<file path="src/rtl/c_phase_ctrl.sv">
// Phase sequencer for the SAT core clock driver.
// Walks SRAM load, VAR init and rotating PROC rounds, then reports.
module c_phase_ctrl #(
  parameter int NUM_VPE = 12,
  parameter int LEN_W   = 8,
  parameter int RND_W   = 16
) (
  input  logic             CLK,
  input  logic             RESET_N,
  input  logic             START,
  input  logic             ABORT,
  input  logic [LEN_W-1:0] SRAM_LEN,
  input  logic [LEN_W-1:0] VAR_LEN,
  input  logic [RND_W-1:0] MAX_ROUNDS,
  input  logic             SHF_EN,
  input  logic             SAT_FOUND,
  output logic             SRAM_STATE,
  output logic             VAR_STATE,
  output logic             PROC_STATE,
  output logic             SHUFFLE,
  output logic             BUSY,
  output logic             DONE,
  output logic             SAT_OUT,
  output logic [RND_W-1:0] ROUND_CNT,
  output logic [3:0]       STEP_CNT
);

  localparam logic [2:0] S_IDLE = 3'd0;
  localparam logic [2:0] S_SRAM = 3'd1;
  localparam logic [2:0] S_VAR  = 3'd2;
  localparam logic [2:0] S_PROC = 3'd3;
  localparam logic [2:0] S_FIN  = 3'd4;

  localparam logic [3:0] LAST_STEP = 4'(NUM_VPE - 1);

  logic [2:0]       state_q, state_d;
  logic [LEN_W-1:0] cnt_q, cnt_d;
  logic [LEN_W-1:0] var_len_q, var_len_d;
  logic [RND_W-1:0] max_q, max_d;
  logic             shf_en_q, shf_en_d;
  logic [3:0]       step_q, step_d;
  logic [RND_W-1:0] round_q, round_d;
  logic             shuffle_q, shuffle_d;
  logic             sat_q, sat_d;
  logic             wrap;

  assign wrap = (step_q == LAST_STEP);

  always_comb begin
    state_d   = state_q;
    cnt_d     = cnt_q;
    var_len_d = var_len_q;
    max_d     = max_q;
    shf_en_d  = shf_en_q;
    step_d    = step_q;
    round_d   = round_q;
    shuffle_d = shuffle_q;
    sat_d     = sat_q;
    unique case (state_q)
      S_IDLE: begin
        if (START) begin
          var_len_d = VAR_LEN;
          max_d     = MAX_ROUNDS;
          shf_en_d  = SHF_EN;
          sat_d     = 1'b0;
          round_d   = '0;
          step_d    = '0;
          shuffle_d = 1'b0;
          if (SRAM_LEN != '0) begin
            state_d = S_SRAM;
            cnt_d   = SRAM_LEN;
          end else if (VAR_LEN != '0) begin
            state_d = S_VAR;
            cnt_d   = VAR_LEN;
          end else begin
            state_d = S_PROC;
          end
        end
      end
      S_SRAM: begin
        if (cnt_q == LEN_W'(1)) begin
          if (var_len_q != '0) begin
            state_d = S_VAR;
            cnt_d   = var_len_q;
          end else begin
            state_d = S_PROC;
          end
        end else begin
          cnt_d = cnt_q - LEN_W'(1);
        end
      end
      S_VAR: begin
        if (cnt_q == LEN_W'(1)) begin
          state_d = S_PROC;
        end else begin
          cnt_d = cnt_q - LEN_W'(1);
        end
      end
      S_PROC: begin
        if (wrap) begin
          step_d  = '0;
          round_d = (&round_q) ? round_q : round_q + RND_W'(1);
          if (shf_en_q) begin
            shuffle_d = ~shuffle_q;
          end
        end else begin
          step_d = step_q + 4'd1;
        end
        // SAT takes priority over a budget hit on the same edge
        if (SAT_FOUND) begin
          state_d = S_FIN;
          sat_d   = 1'b1;
        end else if (wrap && max_q != '0 && round_d == max_q) begin
          state_d = S_FIN;
        end
      end
      S_FIN: begin
        state_d = S_IDLE;
      end
      default: begin
        state_d = S_IDLE;
      end
    endcase
    if (ABORT && state_q != S_IDLE) begin
      state_d = S_IDLE;
      sat_d   = 1'b0;
    end
  end

  always_ff @(posedge CLK or negedge RESET_N) begin
    if (!RESET_N) begin
      state_q   <= S_IDLE;
      cnt_q     <= '0;
      var_len_q <= '0;
      max_q     <= '0;
      shf_en_q  <= 1'b0;
      step_q    <= '0;
      round_q   <= '0;
      shuffle_q <= 1'b0;
      sat_q     <= 1'b0;
    end else begin
      state_q   <= state_d;
      cnt_q     <= cnt_d;
      var_len_q <= var_len_d;
      max_q     <= max_d;
      shf_en_q  <= shf_en_d;
      step_q    <= step_d;
      round_q   <= round_d;
      shuffle_q <= shuffle_d;
      sat_q     <= sat_d;
    end
  end

  assign SRAM_STATE = (state_q == S_SRAM);
  assign VAR_STATE  = (state_q == S_VAR);
  assign PROC_STATE = (state_q == S_PROC);
  assign DONE       = (state_q == S_FIN);
  assign BUSY       = (state_q != S_IDLE);
  assign SHUFFLE    = shuffle_q;
  assign SAT_OUT    = sat_q;
  assign ROUND_CNT  = round_q;
  assign STEP_CNT   = step_q;

endmodule

</file>
<file path="config.mk">
export PLATFORM = sky130hd
export DESIGN_NAME = c_phase_ctrl
export DESIGN_NICKNAME = d
export VERILOG_FILES = /design/src/rtl/c_phase_ctrl.sv
export SDC_FILE = /design/constraint.sdc
export NUM_CORES = 1
export LEC_CHECK = 0
export CAP_MARGIN = 25
export CORE_MARGIN = 8
export CORE_UTILIZATION = 45
export DETAILED_ROUTE_END_ITERATION = 10
export GPL_TIMING_DRIVEN = 0
export PLACE_DENSITY_LB_ADDON = 0.05
export SLEW_MARGIN = 10
export SYNTH_ARGS = -nofsm -noshare
export SYNTH_HDL_FRONTEND = slang
export SYNTH_SLANG_ARGS = --single-unit
export TNS_END_PERCENT = 5
</file>
<file path="constraint.sdc">
create_clock -name CLK -period 3.49 [get_ports CLK]
set_clock_uncertainty 0.15 [all_clocks]
set_input_delay 0.5235 -clock CLK [delete_from_list [all_inputs] [get_ports CLK]]
set_output_delay 0.5235 -clock CLK [all_outputs]
set_load 0.01 [all_outputs]
</file>
Yosys cells after proc, flatten, opt, wreduce, memory -nomap -nowiden
Cells that the tools add are included.
{"block": "totals", "reg_bits": 58, "latchBits": 0, "ram_bits": 0, "romBits": 0, "in_bits": 38, "out_inout_bits": 27, "wordCells": 82, "n_memories": 0}
{"block": "op_classes", "add_sub_neg": 3, "n_mul": 0, "div_mod_pow": 0, "n_lt_le_gt_ge": 0, "eq_ne": 18, "n_shift": 0, "mux": 32, "bitwise_logic": 1, "reduce_logical": 19}
{"op": "16-bit 2-to-1 mux", "n": 4}
{"op": "8-bit 2-to-1 mux", "n": 6}
{"op": "16-bit one-hot mux with 2 select lines", "n": 1}
{"op": "8-bit one-hot mux with 3 select lines", "n": 1}
{"op": "8-bit nonzero test", "n": 3}
{"op": "3-bit 2-to-1 mux", "n": 6}
{"op": "16-bit by 1-bit adder with 16-bit output (second input constant)", "n": 1}
{"op": "16-bit == test", "n": 1}
{"op": "16-bit AND reduction", "n": 1}
{"op": "16-bit nonzero test", "n": 1}
{"op": "3-bit one-hot mux with 4 select lines", "n": 1}
{"op": "3-bit nonzero test", "n": 3}
{"op": "8-bit by 1-bit == test with 1-bit output (second input constant)", "n": 1}
{"op": "4-bit 2-to-1 mux", "n": 2}
{"op": "4-bit one-hot mux with 2 select lines", "n": 1}
{"op": "4-bit AND reduction", "n": 2}
{"op": "8-bit by 1-bit subtractor with 8-bit output (second input constant)", "n": 1}
{"op": "1-bit 2-to-1 mux", "n": 7}
{"op": "3-bit by 2-bit == test with 1-bit output (second input constant)", "n": 2}
{"op": "3-bit by 1-bit inequality test with 1-bit output (second input constant)", "n": 2}
{"op": "3-bit by 2-bit inequality test with 1-bit output (second input constant)", "n": 2}
{"op": "3-bit inequality test (second input constant)", "n": 2}
{"op": "5-bit AND reduction", "n": 1}
{"op": "4-bit by 1-bit adder with 4-bit output (second input constant)", "n": 1}
{"op": "14 further kinds", "n": 20}

Depth between registers and ports, before layout
{"block": "depth", "depth_word": 10, "mapped_depth": 10, "ltp_nobuf": 10}

Least setup slack after synthesis
Ideal clock, no wire load.
{"block": "synth_path", "path_kind": "reg-to-reg", "startpoint": "register round_q[0] (netlist: ROUND_CNT[0])", "endpoint": "register state_q[0]", "setup_ns": 0.125, "arrival_ns": 2.901, "required_time_ns": 3.215, "path_slack_ns": 0.314, "stages_incl_launch_ff": 10, "path_buffers": 0, "synth_period_minus_slack_ns": 3.176, "path_cell_list": "dfrtp_1 -> ha_1 -> nand4_1 -> nor4_1 -> mux2i_1 -> xnor2_1 -> or4_4 -> nor4_4 -> nor2_2 -> mux2_4"}
{"block": "synth_between", "elab_chain_cells": 8, "elab_cells_between_ends": 9, "classes_between": "add/sub (1); eq/ne (2); mux (3); reduce/logical (3)"}
{"item": "from (decl)", "line_no": "42", "source": "logic [RND_W-1:0] round_q, round_d;"}
{"item": "from (signal assigned)", "line_no": "148", "source": "round_q <= round_d;"}
{"item": "16-bit by 1-bit adder with 16-bit output / 16-bit AND reduction (equally long branches)", "line_no": "102", "source": "round_d = (&round_q) ? round_q : round_q + RND_W'(1);"}
{"item": "16-bit 2-to-1 mux", "line_no": "102"}
{"item": "16-bit 2-to-1 mux *", "line_no": "100", "source": "if (wrap) begin"}
{"item": "16-bit 2-to-1 mux *", "line_no": "59", "source": "unique case (state_q)"}
{"item": "16-bit == test *", "line_no": "113", "source": "end else if (wrap && max_q != '0 && round_d == max_q) begin"}
{"item": "1-bit logical AND *", "line_no": "113"}
{"item": "4-bit by 2-bit inequality test with 1-bit output (no source line) *"}
{"item": "4-bit AND reduction (no source line) *"}
{"item": "to (signal assigned)", "line_no": "142", "source": "state_q <= state_d;"}
{"item": "to (decl)", "line_no": "36", "source": "logic [2:0] state_q, state_d;"}
Every way passes the cells marked *; elsewhere a longest branch is shown, timed or not. The select of a mux whose other input is x is not followed.
A chain may end at the register's enable or synchronous reset.

Worst setup path after layout
Ends and elaborated chain as after synthesis.

==> impl_metrics.ini <==
[run_status]
status = complete, no violations

[detailed_routing]
dr_total_vias = 3728
drt_drc_violations_left = 0
wl_mm = 11.0
viasPerCell = 5.79
first_pass_iters = 5
drt_iter0_drc = 262
wl_per_cell_um = 17.0
ant_nets = 0

[worst_setup_path]
r2r-end = state_q[0]$_DFFE_PN0P_
timing.rr.start = ROUND_CNT[0]$_DFFE_PN0P_
worstPathMaxFanout = 8
r2r_cells = 10
path_class = reg -> reg
crit_arrival_ps = 3490
cp-start-kind = flop
crit_path_start = ROUND_CNT[0]$_DFFE_PN0P_
worstPathRequired_ps = 3570
cp-end-kind = flop
reg2reg_slack_ps = 70

[cts]
clock_path_buffers = 2
cts_tree = yes
cts_buffers = 9
clock-sinks = 58
clockRootBuffer = clkbuf_8
htreeDepth = 3
clk_pin_slew_ps = 70
cts_hold_buf = 0
clkLatencyLatePin_ps = 340

[synthesis]
syn_inst = 459
ys_ff_latch = 58
synth_most_common_cell = nand2_1
syn_area_um2 = 3730
synth_area_leaders = dfrtp_1, nand2_1, o21ai_0
syn_avg_cell_area_um2 = 8.13
synth_common_cells = nand2_1, dfrtp_1, nor2_1
yosysWarnings = 0
post-synth-top-area-cell = dfrtp_1
synth_cell_type_count = 63
synth.top_cell.area_share_pct = 38.9
syn_nets = 501
ys.flop_type = dfrtp_1
async_flop_share_pct = 100
ys_seq_area_share_pct = 38.9
synth_edf_count = 0

[power]
ir_drop_mv = 0.414
power.total_mw = 3.06
power_leakage_nw = 2.03
powerDensity_nw_per_um2 = 642

[sta]
drv_slew = 0
setup-tns-final_ps = 0
finalCritPeriodShare_pct = 97.9
worst_pin_slew_ps = 759
relSlewSlack_pct = 49.1
finalSetupViolCount = 0
final.min_clock_period_ps = 3420
rsz0062_at_grt = yes
finalHoldViolCount = 0
max_freq_mhz = 293

[layout]
fin_util_pct = 58.6
final_layout_size_suffix_gt1_share_pct = 9.46
fin_cells = 644
final_cell_area_um2 = 4770
area_delta_synth_final_pct = 27.8
diodes = 0
final_nets = 576

[place]
place.gp.congestion = 0.874
hpwl_mm = 8.13
place_area_um2 = 4500
place.port_buffers = 64
dp.cells = 628

[die]
num_rows = 33
die_w_um = 107
core_area_um2 = 8130
start_util_pct = 45.9
io_pins = 65
dieArea_um2 = 11500
die_y_um = 107

[job]
cap_violations = 0

[global_route]
grt_usage_pct = 20.2
antenna_found_initial = 0
grt_max_degree = 59
grt_pass1_vias = 3788
grt_pass1_wl_mm = 18.9
grt_remaining_overflow = 0

[worst_hold_path]
hold_class = in -> async
==> cells in the final DEF, fill, tap and decap left out, drive strengths merged, types with 9 or more instances in the layout <==
cell type / synthesis / routed
nand4: 9 / 9
inv: 13 / 13
nand2: 103 / 103
a21oi: 29 / 29
nor2: 40 / 40
nor3: 10 / 10
clkdlybuf4s50: 0 / 63
xnor2: 13 / 13
nor4: 16 / 16
buf: 7 / 9
clkbuf: 19 / 30
o21ai: 38 / 38
dfrtp: 58 / 58
==> worst max path at each step <==
stage	to	slack, ps	depth (start not counted)
floorplan	state_q[0]$_DFFE_PN0P_	310	9
global route	state_q[0]$_DFFE_PN0P_	-60	10
detailed placement	state_q[0]$_DFFE_PN0P_	-120	9
CTS	state_q[0]$_DFFE_PN0P_	3	9
global placement	var_len_q[4]$_DFFE_PN0P_	-230	1
finish	state_q[0]$_DFFE_PN0P_	70	10
==> final cells by class <==
cell class / count / area [um^2]
clock inverters: 4 / 48.8
fillers: 749 / 3370
multi-input cells: 362 / 2170
inverters: 13 / 48.8
plain buffers: 25 / 111
clock buffers: 12 / 165
repair buffers: 65 / 646
flip-flops and latches: 58 / 1450
well taps: 105 / 131
==> critical path, stage by stage, from the launching register on <==
cell,delay [ps]
dfrtp_1,500
ha_2,290
nand4_1,190
buf_4,230
nor4_4,210
mux2i_1,300
xnor2_1,90
or4_4,500
nor4_4,440
nor2_2,90
mux2_4,310
==> cell families (layout without fill, tap and decap cells) <==
kind of cell / count (synthesis) / in the layout / share of synthesized area [%]
compound gates: 115 / 115 / 19.6
xor+xnor: 20 / 20 / 4.69
fa+ha+maj: 4 / 4 / 1.34
buf+inv: 39 / 119 / 4.39
flops: 58 / 58 / 38.9
mux: 5 / 5 / 1.51
simple gates: 218 / 218 / 29.6
==> sequential cells by signal, indices dropped and copies added (netlist names) <==
signal / flops
var_len_q: 8
max_q: 16
STEP_CNT: 4
state_q: 3
SHUFFLE: 1
cnt_q: 8
ROUND_CNT: 16
SAT_OUT: 1
shf_en_q: 1
==> power by group <==
group,leakage [nW],switching (mW),internal (mW)
sequential,0.753,0.235,0.885
combinational,1.17,0.754,0.515
clock,0.112,0.284,0.387
total,2.03,1.27,1.79
==> per-stage QoR <==
step                hold WS (ps)  worst slack (ps)
global placement             322              -231
detailed placement           344              -124
floorplan                   77.9               314
CTS                          133              2.55
global route                 173             -59.2
finish                       103              73.9
==> timing repair <==
item	in CTS	in global routing
buffers inserted	0	1
pin swaps	0	1
endpoints found under the setup margin	2	4
gates resized for setup	1	7
==> per-layer routing <==
| layer | vias up | global-route usage, % | wire length [um] |
|---|---|---|---|
| li1 | 1800 | - | - |
| met1 | 1773 | 27.6 | 5150 |
| met2 | 139 | 29.6 | 4800 |
| met3 | 16 | 5.34 | 804 |
| met4 | 0 | 7.84 | 196 |
| met5 | - | 0 | 0 |
Power figures use the tool's default switching activity.
